<file path="src/rtl/i2c_pkg.sv">
// Shared types and helpers for the I2C target register bank.
package i2c_pkg;

  typedef enum logic [2:0] {
    ST_IDLE,
    ST_ADDR,
    ST_IDX,
    ST_WDATA,
    ST_RDATA
  } state_t;

  localparam logic [3:0] ACK_SLOT = 4'd8;

  function automatic logic [7:0] ptr_wrap(input logic [7:0] ptr, input int num_regs);
    if (int'({24'd0, ptr}) + 1 >= num_regs) return 8'd0;
    return ptr + 8'd1;
  endfunction

endpackage

</file>
<file path="src/rtl/i2c_line_filter.sv">
// Two-flop synchroniser and stability filter for one open-drain pad, with
// single-cycle rise/fall pulses of the filtered level.
module i2c_line_filter #(
  parameter int FILTER_LEN = 3
) (
  input  logic clk,
  input  logic start_rst,
  input  logic i_raw,
  output logic o_filt,
  output logic o_rise,
  output logic o_fall
);

  localparam int CW = $clog2(FILTER_LEN + 1);
  localparam logic [CW-1:0] CNT_LAST = CW'(FILTER_LEN - 1);

  logic [1:0]    r_sync;
  logic          r_filt;
  logic          r_filt_d;
  logic [CW-1:0] r_cnt;

  // The filtered level only follows after FILTER_LEN consecutive differing samples.
  always_ff @(posedge clk or posedge start_rst) begin
    if (start_rst) begin
      r_sync   <= 2'b11;
      r_filt   <= 1'b1;
      r_filt_d <= 1'b1;
      r_cnt    <= '0;
    end else begin
      r_sync   <= {r_sync[0], i_raw};
      r_filt_d <= r_filt;
      if (r_sync[1] == r_filt) begin
        r_cnt <= '0;
      end else if (r_cnt == CNT_LAST) begin
        r_filt <= r_sync[1];
        r_cnt  <= '0;
      end else begin
        r_cnt <= r_cnt + CW'(1);
      end
    end
  end

  assign o_filt = r_filt;
  assign o_rise = r_filt & ~r_filt_d;
  assign o_fall = ~r_filt & r_filt_d;

endmodule

</file>
<file path="src/rtl/i2c_target_regbank.sv">
// I2C target exposing NUM_REGS byte registers; all logic runs on clk with
// oversampled, filtered SCL/SDA.
//
// state    | meaning
// ST_IDLE  | not addressed, waiting for START
// ST_ADDR  | receiving address + R/W byte
// ST_IDX   | receiving register index
// ST_WDATA | receiving data bytes into reg[ptr]
// ST_RDATA | driving reg[ptr] to the master
module i2c_target_regbank
  import i2c_pkg::*;
#(
  parameter logic [6:0] DEV_ADDR   = 7'h55,
  parameter int         NUM_REGS   = 4,
  parameter int         FILTER_LEN = 3,
  parameter logic [7:0] RESET_VAL  = 8'h00
) (
  input  logic                  clk,
  input  logic                  start_rst,
  input  logic                  scl_i,
  input  logic                  sda_i,
  output logic                  sda_oe,
  output logic [8*NUM_REGS-1:0] regs_o,
  output logic                  wr_stb,
  output logic [7:0]            wr_idx,
  output logic                  busy
);

  localparam int IW = (NUM_REGS > 1) ? $clog2(NUM_REGS) : 1;

  logic w_scl_f, w_scl_rise, w_scl_fall;
  logic w_sda_f, w_sda_rise, w_sda_fall;
  logic w_start, w_stop, w_byte_end, w_ack_end;
  logic w_addr_match, w_idx_ok;
  logic [7:0] w_ptr_inc, w_rd_cur, w_rd_inc;

  state_t r_state, w_state_nxt;

  logic [7:0] r_shift;
  logic [3:0] r_bitcnt;
  logic       r_armed;
  logic       r_rw;
  logic       r_mack;
  logic [7:0] r_rd;
  logic [7:0] r_ptr;
  logic       r_sda_oe;
  logic       r_wr_stb;
  logic [7:0] r_wr_idx;
  logic       r_busy;
  logic [7:0] r_regs [NUM_REGS];

  i2c_line_filter #(.FILTER_LEN(FILTER_LEN)) u_scl_filt (
    .clk(clk), .start_rst(start_rst), .i_raw(scl_i),
    .o_filt(w_scl_f), .o_rise(w_scl_rise), .o_fall(w_scl_fall)
  );

  i2c_line_filter #(.FILTER_LEN(FILTER_LEN)) u_sda_filt (
    .clk(clk), .start_rst(start_rst), .i_raw(sda_i),
    .o_filt(w_sda_f), .o_rise(w_sda_rise), .o_fall(w_sda_fall)
  );

  assign w_start      = w_sda_fall & w_scl_f;
  assign w_stop       = w_sda_rise & w_scl_f;
  assign w_byte_end   = w_scl_fall & ~w_start & ~w_stop & r_armed & (r_bitcnt == ACK_SLOT - 4'd1);
  assign w_ack_end    = w_scl_fall & ~w_start & ~w_stop & r_armed & (r_bitcnt == ACK_SLOT);
  assign w_addr_match = (r_shift[7:1] == DEV_ADDR);
  assign w_idx_ok     = ({24'd0, r_shift} < 32'(NUM_REGS));
  assign w_ptr_inc    = ptr_wrap(r_ptr, NUM_REGS);
  assign w_rd_cur     = r_regs[r_ptr[IW-1:0]];
  assign w_rd_inc     = r_regs[w_ptr_inc[IW-1:0]];

  always_ff @(posedge clk or posedge start_rst) begin
    if (start_rst) r_state <= ST_IDLE;
    else           r_state <= w_state_nxt;
  end

  always_comb begin
    w_state_nxt = r_state;
    if (w_stop) begin
      w_state_nxt = ST_IDLE;
    end else if (w_start) begin
      w_state_nxt = ST_ADDR;
    end else if (w_byte_end) begin
      case (r_state)
        ST_ADDR: if (!w_addr_match) w_state_nxt = ST_IDLE;
        ST_IDX:  if (!w_idx_ok)     w_state_nxt = ST_IDLE;
        default: ;
      endcase
    end else if (w_ack_end) begin
      case (r_state)
        ST_ADDR:  w_state_nxt = r_rw ? ST_RDATA : ST_IDX;
        ST_IDX:   w_state_nxt = ST_WDATA;
        ST_RDATA: if (!r_mack) w_state_nxt = ST_IDLE;
        default: ;
      endcase
    end
  end

  // The first SCL fall after a START only arms the bit counter; it ends the START, not a bit.
  always_ff @(posedge clk or posedge start_rst) begin
    if (start_rst) begin
      r_shift  <= '0;
      r_bitcnt <= '0;
      r_armed  <= 1'b0;
      r_rw     <= 1'b0;
      r_mack   <= 1'b0;
      r_rd     <= '0;
      r_ptr    <= '0;
      r_sda_oe <= 1'b0;
      r_wr_stb <= 1'b0;
      r_wr_idx <= '0;
      r_busy   <= 1'b0;
      for (int k = 0; k < NUM_REGS; k++) r_regs[k] <= RESET_VAL;
    end else begin
      r_wr_stb <= 1'b0;
      if (w_start || w_stop) begin
        r_bitcnt <= '0;
        r_armed  <= 1'b0;
        if (w_stop) r_busy <= 1'b0;
      end else if (w_scl_rise) begin
        if (r_bitcnt == ACK_SLOT) r_mack  <= ~w_sda_f;
        else                      r_shift <= {r_shift[6:0], w_sda_f};
      end else if (w_scl_fall) begin
        r_sda_oe <= 1'b0;
        if (!r_armed) begin
          r_armed <= 1'b1;
        end else if (r_bitcnt == ACK_SLOT - 4'd1) begin
          r_bitcnt <= ACK_SLOT;
          case (r_state)
            ST_ADDR: begin
              r_sda_oe <= w_addr_match;
              r_rw     <= r_shift[0];
              if (w_addr_match) r_busy <= 1'b1;
            end
            ST_IDX: begin
              r_sda_oe <= w_idx_ok;
              if (w_idx_ok) r_ptr <= r_shift;
            end
            ST_WDATA: r_sda_oe <= 1'b1;
            default: ;
          endcase
        end else if (r_bitcnt == ACK_SLOT) begin
          r_bitcnt <= '0;
          case (r_state)
            ST_ADDR: if (r_rw) begin
              r_rd     <= w_rd_cur;
              r_sda_oe <= ~w_rd_cur[7];
            end
            ST_WDATA: begin
              r_regs[r_ptr[IW-1:0]] <= r_shift;
              r_wr_stb <= 1'b1;
              r_wr_idx <= r_ptr;
              r_ptr    <= w_ptr_inc;
            end
            ST_RDATA: if (r_mack) begin
              r_ptr    <= w_ptr_inc;
              r_rd     <= w_rd_inc;
              r_sda_oe <= ~w_rd_inc[7];
            end
            default: ;
          endcase
        end else begin
          r_bitcnt <= r_bitcnt + 4'd1;
          if (r_state == ST_RDATA) begin
            r_rd     <= {r_rd[6:0], 1'b0};
            r_sda_oe <= ~r_rd[6];
          end
        end
      end
    end
  end

  for (genvar g = 0; g < NUM_REGS; g++) begin : g_regs_o
    assign regs_o[8*g +: 8] = r_regs[g];
  end

  assign sda_oe = r_sda_oe;
  assign wr_stb = r_wr_stb;
  assign wr_idx = r_wr_idx;
  assign busy   = r_busy;

endmodule

</file>
<file path="config.mk">
export PLATFORM = sky130hd
export DESIGN_NAME = i2c_target_regbank
export DESIGN_NICKNAME = d
export VERILOG_FILES = /design/src/rtl/i2c_pkg.sv /design/src/rtl/i2c_line_filter.sv /design/src/rtl/i2c_target_regbank.sv
export SDC_FILE = /design/constraint.sdc
export NUM_CORES = 1
export LEC_CHECK = 0
export BUFFER_PORTS_ARGS = -buffer_cell sky130_fd_sc_hd__buf_2
export CAP_MARGIN = 20
export CORE_MARGIN = 1.5
export CORE_UTILIZATION = 35
export CTS_CLUSTER_DIAMETER = 60
export DETAILED_ROUTE_END_ITERATION = 16
export PLACE_DENSITY = 0.6
export SYNTH_ARGS = -nofsm -noshare
export SYNTH_HDL_FRONTEND = slang
export SYNTH_SLANG_ARGS = --single-unit
</file>
<file path="constraint.sdc">
create_clock -name clk -period 6.4 [get_ports clk]
set_input_delay 0.96 -clock clk [delete_from_list [all_inputs] [get_ports clk]]
set_output_delay 0.96 -clock clk [all_outputs]
set_load 0.02 [all_outputs]
</file>
Yosys cells after proc, flatten, opt, wreduce, memory -nomap -nowiden:

Cells that the tools add are included.

* reduce and logical (&&, ||, !) cells: 26
* equal/unequal tests: 22
* multiplexer cells: 69
* bitwise logic cells: 28
* $lt $le $gt $ge: 5
* $add $sub $neg: 5

Operator list (number)
* $mux W8: 12
* $bmux W8 S2: 2
* $bwmux W32: 1
* $mux W7: 4
* $mux W1: 25
* $mux W3: 8
* $mux W4: 6
* $reduce_and A9 Y1: 2
* $demux W8 S2: 1
* $pmux W8 S2: 1
* $reduce_bool A2 Y1: 8
* $ne A5 B5 Y1 const B: 3
* $not A1 Y1: 15
* $pmux W7 S2: 1
* $reduce_and A7 Y1: 2
* $reduce_and A3 Y1: 4
* $reduce_and A6 Y1: 2
* $and A1 B1 Y1: 11
* $add A8 B1 Y9 const B: 1
* $ge A9 B3 Y1 const B: 1
* $ne A3 B3 Y1 const B: 3
* $pmux W3 S3: 1
* $add A8 B1 Y8 const B: 1
* $lt A8 B3 Y1 const B: 1
* 26 further kinds: 39

* logic and storage cells: 179
* output and inout port bits: 43
* input port bits: 4
* register bits after elaboration: 88

Logic depth before layout (Yosys ltp):

Gate-level depths: netlist of run 1.

* depth after elaboration: 14
* gate-level depth with buffers: 9
* gate-level depth less buffers: 7

By module:

From an unflattened synthesis of run 1, not the netlist that was laid out.

* cells, all modules: 386
* area total of the unflattened synthesis: 4521.8 µm²

Modules (own cells, without submodules)
* i2c_target_regbank: seq. area each 1901.8 µm², times used 1, area each 4066.4 µm², cells each 358
* i2c_line_filter: seq. area each 155.1 µm², times used 2, area each 227.7 µm², cells each 14

Worst setup path before layout of run 1:

OpenSTA, ideal clock, no wires.

* kind: reg-to-reg
* start: register r_ptr[0]
* end: register r_rd[1]
* stages on the path, launching flop included: 10
* data required time: 6.289 ns
* setup slack: 3.869 ns
* period minus slack after synthesis: 2.531 ns
* arrival: 2.420 ns
* setup time: 0.111 ns
* cell sequence: dfrtp_1 > clkbuf_1 > buf_2 > inv_1 > ha_1 > clkbuf_1 > a21boi_0 > o211ai_1 > a221oi_1 > a222oi_1

* cells in the longest elaborated chain, start to end: 11

RTL lines
* start, declared: line i2c_target_regbank.sv:45 `logic [7:0] r_ptr;`
* start signal, assigned: line i2c_target_regbank.sv:137 `if (w_idx_ok) r_ptr <= r_shift;`
* start signal, assigned: line i2c_target_regbank.sv:153 `r_ptr <= w_ptr_inc;`
* start signal, assigned: line i2c_target_regbank.sv:156 `r_ptr <= w_ptr_inc;`
* $add A8 B1 Y9: line i2c_pkg.sv:15 `if (int'({24'd0, ptr}) + 1 >= num_regs) return 8'd0;`
* $ge A9 B3 Y1: line i2c_pkg.sv:15
* $mux W1: line i2c_pkg.sv:15
* $mux W8: line i2c_pkg.sv:16 `return ptr + 8'd1;`
* $not A2 Y3 (not written as such): line i2c_target_regbank.sv:70 `assign w_rd_inc = r_regs[w_ptr_inc[IW-1:0]];`
* $bmux W8 S2: line i2c_target_regbank.sv:70
* $mux W8 (not written as such) (2 in series): line i2c_target_regbank.sv:70
* $mux W7: line i2c_target_regbank.sv:155 `ST_RDATA: if (r_mack) begin`
* $pmux W7 S2 (*): line i2c_target_regbank.sv:144 `case (r_state)`
* $mux W7 (*): line i2c_target_regbank.sv:142 `end else if (r_bitcnt == ACK_SLOT) begin`
* end signal, assigned: line i2c_target_regbank.sv:146 `r_rd <= w_rd_cur;`
* end signal, assigned: line i2c_target_regbank.sv:157 `r_rd <= w_rd_inc;`
* end signal, assigned: line i2c_target_regbank.sv:165 `r_rd <= {r_rd[6:0], 1'b0};`
* end, declared: line i2c_target_regbank.sv:44 `logic [7:0] r_rd;`

Mark *: on every way between the ends. The rest lies on a longest branch, timed or not. The select of a mux whose other input is x is not followed.
A chain may end at the register's enable or synchronous reset.

Final worst setup path of run 1:

* start: register r_bitcnt[0]
* end: register r_regs, in the netlist regs_o[2]

* cells in the longest elaborated chain, start to end: 3

RTL lines
* start, declared: line i2c_target_regbank.sv:40 `logic [3:0] r_bitcnt;`
* start signal, assigned: line i2c_target_regbank.sv:163 `r_bitcnt <= r_bitcnt + 4'd1;`
* $eq A4 B3 Y1: line i2c_target_regbank.sv:127 `end else if (r_bitcnt == ACK_SLOT - 4'd1) begin`
* $not A1 Y1 (no source line)
* $reduce_and A7 Y1 (no source line) (*)
* end signal, assigned by index: line i2c_target_regbank.sv:150 `r_regs[r_ptr[IW-1:0]] <= r_shift;`
* end, declared: line i2c_target_regbank.sv:50 `logic [7:0] r_regs [NUM_REGS];`

Mark *: on every way between the ends. The rest lies on a longest branch, timed or not.

==> results of run 1 <==
-- flip-flops by register name (all words and copies together), names as in the netlist, 2 cells and up --
register and cells:
r_bitcnt 4, r_ptr 8, r_rd 7, r_shift 8, r_state 3, regs_o 32
u_scl_filt.r_cnt 2, u_scl_filt.r_sync 2, u_sda_filt.r_cnt 2, u_sda_filt.r_sync 2, wr_idx 8
-- path summary, 6_finish.rpt --
check	slack [ns]	to	start
worst max-delay path	3.57	regs_o[2]	r_bitcnt[0]
worst min-delay path	0.35	u_sda_filt.r_sync[1]	u_sda_filt.r_sync[0]
worst max register to register	3.57	regs_o[2]	r_bitcnt[0]
worst min register to register	0.35	u_sda_filt.r_sync[1]	u_sda_filt.r_sync[0]
max in group asynchronous	4.63	r_ptr[6]	start_rst
min in group asynchronous	0.63	r_shift[1]	start_rst
-- cells by family (layout without fill, tap and decap cells) --
logic type / after synthesis / in the layout / synth area share [%]
muxes: 74 / 74 / 21.0
adders and majority gates: 6 / 6 / 1.74
and+or+nand+nor: 93 / 93 / 12.5
xor gates and xnor gates: 4 / 4 / 0.810
DFF: 88 / 88 / 51.1
buffers and inverters: 27 / 76 / 2.63
AOI/OAI and AO/OA: 57 / 57 / 10.2
-- area by class of cell --
type                    count  area [um^2]  area share (%)
inverters                  11         42.5           0.845
multi-input cells         234         2000            39.7
repair buffers             49          273            5.42
clock inverters             5         80.1            1.59
well taps                 147          184            3.65
clock buffers              11          243            4.82
flip-flops and latches     88         2210            43.9
-- layout by cell type, fill, tap and decap left out, types with 3 or more instances in the layout --
cell       Yosys  routed
dfrtp_1       80      80
buf_2          4      46
mux2_1        42      42
nand2_1       24      24
nor2b_1       12      12
mux2i_1       12      12
mux2_2        12      12
o21ai_0       10      10
inv_1         11      10
nor3_1         9       9
nor2_1         9       9
clkbuf_16      0       9
mux4_2         8       8
dfstp_2        8       8
nand3_1        7       7
a21oi_1        7       7
ha_1           6       6
nand3b_1       5       5
a31oi_1        4       4
nand4_1        4       4
a221oi_1       3       3
a2bb2oi_1      3       3
nand2b_1       3       3
o22ai_1        3       3
xnor2_1        3       3
-- critical path, delay by kind of cell, from the launching register on --
kind          cells  cell delay (ns)
flops             1             0.43
mux               1             0.45
fa+ha+maj         1             0.17
buf+inv           2             0.35
simple gates      3             1.31
-- per-layer routing --
layer	up-vias	global-route usage, %	wire [um]
met5	-	0	0
met4	0	6.92	259
met3	18	3.23	322
met2	64	26.8	4570
met1	1518	22.1	4720
li1	1391	-	-
-- stage by stage --
step                setup slack (ns)  cell area [um^2]  hold WS [ns]  utilization, %  power (mW)
floorplan                       3.17              4330         0.345               -       0.938
global route                    3.32              5030         0.357            41.9        1.66
detailed placement              3.26              4680         0.347            39.0        1.02
CTS                             3.23              5010         0.356            41.7        1.59
global placement                3.30              4680         0.347            39.0        1.00
finish                          3.57              5030         0.354            41.9        1.57
-- power by group through the flow --
| stage | Sequential [mW] | Clock [mW] | Combinational (mW) |
|---|---|---|---|
| after global placement | 0.753 | 0 | 0.250 |
| after floorplan | 0.690 | 0 | 0.247 |
| after detailed placement | 0.760 | 0 | 0.259 |
| final | 0.748 | 0.567 | 0.256 |
| after global routing | 0.763 | 0.604 | 0.292 |
| after CTS | 0.749 | 0.579 | 0.261 |
-- Yosys cell counts, drive strengths merged (3+ instances only) --
library cell,number
dfrtp,80
a2bb2oi,3
nor2,9
nand3,7
nand2,25
nand3b,5
dfstp,8
buf,6
a21oi,8
clkbuf,10
nand2b,3
mux2i,12
xnor2,3
nor2b,12
nor3,9
mux4,8
o21ai,12
a31oi,4
inv,11
o22ai,3
a221oi,3
nor3b,3
nand4,4
ha,6
mux2,54
==> results.md, run 1 <==
- Run status: complete, no violations
- Worst Hold Depth: 0
- Max rail drop VDD: 136 uV
- Antenna viol nets, final: 0
- Die width: 114 um
- Max Clk Rate: 353 MHz
- WP data arrival: 3.06 ns
- Cell Chain, Critical Path: inv_1 -> ha_1 -> nand3b_1 -> nor4_2 -> buf_4 -> nand2_1 -> mux2_1
- First-pass GRT wire length: 16.6 mm
- Crit-path slowest cell: nand3b_1
- Netlist cell types: 63
- Tot GR Track Use: 16.7%
- Switching part of the total: 29.5%
- Worst setup EP type: flop
- Via count of the first global-routing pass: 3095
- I/O Buffers: 46
- CP startpoint kind: flop
- Final Hold Fails: 0
- Syn Area/Cell: 12.4 um^2
- Sequential Power Share: 47.6%
- Clk_skew: 0.00835 ns
- # nets final: 403
- Share of total power in the clock network: 36.1%
- Detailed Route WL: 9.87 mm
- Sequential area share after synthesis: 51.1%
- DRC viols: 0
- YS warnings: 0
- Setup TNS: 0 ns
- Antenna violations before repair: 0
- Routed vias: 2991
- GPL Wtd Cong: 0.899
- CP Data Required Time: 6.62 ns
- Cell count after synthesis: 349
- Post-synth top area cell: dfrtp_1
- Synthesized flop and latch total: 88
- EDFF count, synth: 0
- Std-Cell Rows: 40
- Gate power share: 16.3%
- Largest net degree at the start of global routing: 61
- Placed cells: 528
- Syn nets: 359
- Max incr delay on CP: 0.53 ns
- # resized after CTS: 0
- Max_cap viols: 0
- P_sw: 0.463 mW
- Die ar.: 13000 um^2
- WL/cell: 18.1 um
- Ys async rst share: 100%
- Worst Max-Slew Pin Slew: 0.770 ns
- WS Path Type: flop to flop
- Initial DRC Count: 146
- Final HPWL DP: 7.09 mm
- Synthesis-to-finish area growth: 16.4%
- Grt ovf: 0
- CTS tree: yes
- Slew headroom: 48.7%
- Clock buffer depth: 2
- Synthesized area: 4330 um^2
- Fill cells: 1149
- Hold crit path type: flop to flop
- Largest cells by area after synthesis: dfrtp_1, mux2_1, dfstp_2
- Crit Path Max Fanout: 19
- Post-CTS Setup Bufs: 0
- Initial DRT Pass Iterations: 4
- Ports: 47
- Final Cycle Share: 44.3%
- H-tree depth: 3
- Core area: 12000 um^2
- Initial core utilization: 36.0%
- RSZ-0062 raised after global routing: no
- PwrDens: 312 nW/um^2
- Setup violations, final: 0
- Root buffer cell: clkbuf_16
- Max-slew violation count: 0
- Post-synth top area share: 46.3%
- Layout cells sized above 1: 26.1%
- CTS Hold Bufs: 0
- Latest clock arrival within the worst-skew pair: 0.34 ns
- Predominant post-synthesis flop cell: dfrtp_1
- Worst reg2reg path depth: 7
- Power Internal: 1.11 mW
- Static Leak: 2.39 nW
- Min Tclk post-route: 2.83 ns
- Fin cells: 545
- CTS sink count: 88
- Worst-path clk slew: 0.06 ns
- Die height: 114 um
- Total CTS buffers: 9
- Antenna Cells: 0
- Post-DR vias/cell: 5.49
(Power assumes the default switching activity.)
==> run 2, diff against run 1 <==
- ABC_AREA: unset -> 1
- PLACE_DENSITY: 0.6 -> 0.62
- clock period: 6.4 -> 2.52 ns (I/O delays scaled with it)
==> results.md, run 2 <==
- Hold wc startpoint: sda_i
- RSZ-0062 raised after global routing: no
- Initial DRC Count: 228
- Hold EP: u_sda_filt.r_sync[0]
- Static Leak: 2.58 nW
- Ys async rst share: 100%
- EDFF count, synth: 0
- PwrDens: 771 nW/um^2
- Via count of the first global-routing pass: 3607
- DRC viols: 0
- CTS tree: yes
- First-pass GRT wire length: 18.1 mm
- WS Path Type: flop to flop
- Setup violations, final: 0
- CP Data Required Time: 2.75 ns
- Commonest non-fill, non-tap cell in the layout: nand2_1
- Antenna violations before repair: 0
- Worst Hold Depth: 1
- Run status: complete, no violations
- Final hold slack: 0.136 ns
- Pwr Total: 4.03 mW
- Tot GR Track Use: 17.5%
- CTS Hold Bufs: 0
- Syn nets: 547
- Syn Area/Cell: 8.45 um^2
- WP data arrival: 2.48 ns
- Post-synth top area cell: dfrtp_1
- Root buffer cell: clkbuf_16
- # resized after CTS: 0
- Most common cell in the synthesized netlist: nand2_1
- Slew headroom: 61.0%
- Max_cap viols: 0
- Placed cell area: 4940 um^2
- Commonest non-fill, non-tap cells in the layout: nand2_1, dfrtp_1, o21ai_0
- Synthesis-to-finish area growth: 15.3%
- Initial core utilization: 36.0%
- Detailed Route WL: 11.0 mm
- Crit Path Max Fanout: 15
- Ports: 47
- Fin area: 5230 um^2
- RR Startpoint: r_ptr[1]
- Grt ovf: 0
- Antenna viol nets, final: 0
- Die ar.: 13700 um^2
- Worst Max-Slew Pin Slew: 0.584 ns
- Fill cells: 1315
- WL/cell: 14.5 um
- Worst setup EP type: flop
- Final Hold Fails: 0
- FF-to-FF End: r_rd[0]
- Routed vias: 3780
- Layout cells sized above 1: 20.1%
- Std-Cell Rows: 41
- Synthesized area: 4540 um^2
- Flop2flop setup slack: 0.26 ns
- Clock buffer depth: 2
- Post-DR vias/cell: 4.97
- Max-slew violation count: 0
- I/O Buffers: 46
- CP startpoint kind: flop
- Final Cycle Share: 89.6%
- Max rail drop VDD: 366 uV
- Latest clock arrival within the worst-skew pair: 0.35 ns
- Final HPWL DP: 7.76 mm
- Clk_skew: 0.0101 ns
- Sequential area share after synthesis: 48.8%
- Setup TNS: 0 ns
- Netlist cell types: 35
- # nets final: 593
- Post-synth top area share: 44.1%
- Largest cells by area after synthesis: dfrtp_1, nand2_1, o21ai_0
- Layout Utilization: 41.4%
- Die height: 117 um
- Max Clk Rate: 443 MHz
- Largest register FFs: 32
- Synthesized flop and latch total: 88
- H-tree depth: 3
- Worst reg2reg path depth: 8
- DP Worst Slack: 0.346 ns
- Largest net degree at the start of global routing: 89
- Initial DRT Pass Iterations: 6
- Worst-path clk slew: 0.06 ns
- Predominant post-synthesis flop cell: dfrtp_1
- GPL Wtd Cong: 0.854
- Antenna Cells: 0
- YS warnings: 0
- Most frequent cells after synthesis: nand2_1, dfrtp_1, o21ai_0
- Post-CTS Setup Bufs: 0
- CTS sink count: 88
- Cell count after synthesis: 537
- Min Tclk post-route: 2.26 ns
- Core area: 12600 um^2
- Total CTS buffers: 9
- Final setup margin: 0.263 ns
- Fin cells: 760
- Placed cells: 744
- Hold crit path type: input pin to flop
- Die width: 117 um
run 2: kinds of logic after synthesis:
kind of cell	after synthesis	synth area share, %
AND/OR/NAND/NOR	223	24.7
AO/OA/AOI/OAI	136	16.5
flip-flops	88	48.8
buffers and inverters	81	7.83
adder cells (fa/ha/maj)	6	1.65
XOR/XNOR	3	0.579
run 2: layer usage:
layer	global-route usage [%]	vias up	part of all wire [%]
li1	-	1858	-
met1	23.4	1775	44
met2	27.7	134	48
met3	4.02	13	6.3
met4	6.67	0	1.8
met5	0	-	0
run 2: layout make-up:
class | instances | area (um^2) | area share (%)
inverters | 65 | 263 | 5.03
clock buffers | 11 | 233 | 4.45
multi-input cells | 368 | 1970 | 37.7
flip-flops and latches | 88 | 2210 | 42.3
well taps | 172 | 215 | 4.12
repair buffers | 51 | 280 | 5.36
clock inverters | 5 | 56.3 | 1.08
run 2: power breakdown:
group	switching (mW)	internal, mW
logic	0.690	0.274
registers	0.146	1.60
clock network	0.549	0.769
total	1.39	2.64
run 2: how the worst max path moves through the flow:
stage | from | end | slack, ns | cells after the start
floorplan | r_ptr[0] | r_rd[4] | 0.63 | 9
CTS | r_ptr[1] | sda_oe | 0.34 | 12
detailed placement | r_ptr[1] | sda_oe | 0.35 | 12
global route | r_ptr[1] | sda_oe | 0.10 | 13
finish | r_ptr[1] | r_rd[0] | 0.26 | 8
global placement | r_ptr[1] | sda_oe | 0.42 | 12
run 2: critical path, cell delays in order (launching register included):
cell and delay, ns:
dfrtp_1 0.41, buf_4 0.22, inv_1 0.15, ha_1 0.31
nand3_1 0.42, inv_1 0.26, o211ai_1 0.12, a21oi_1 0.18
o21ai_1 0.07
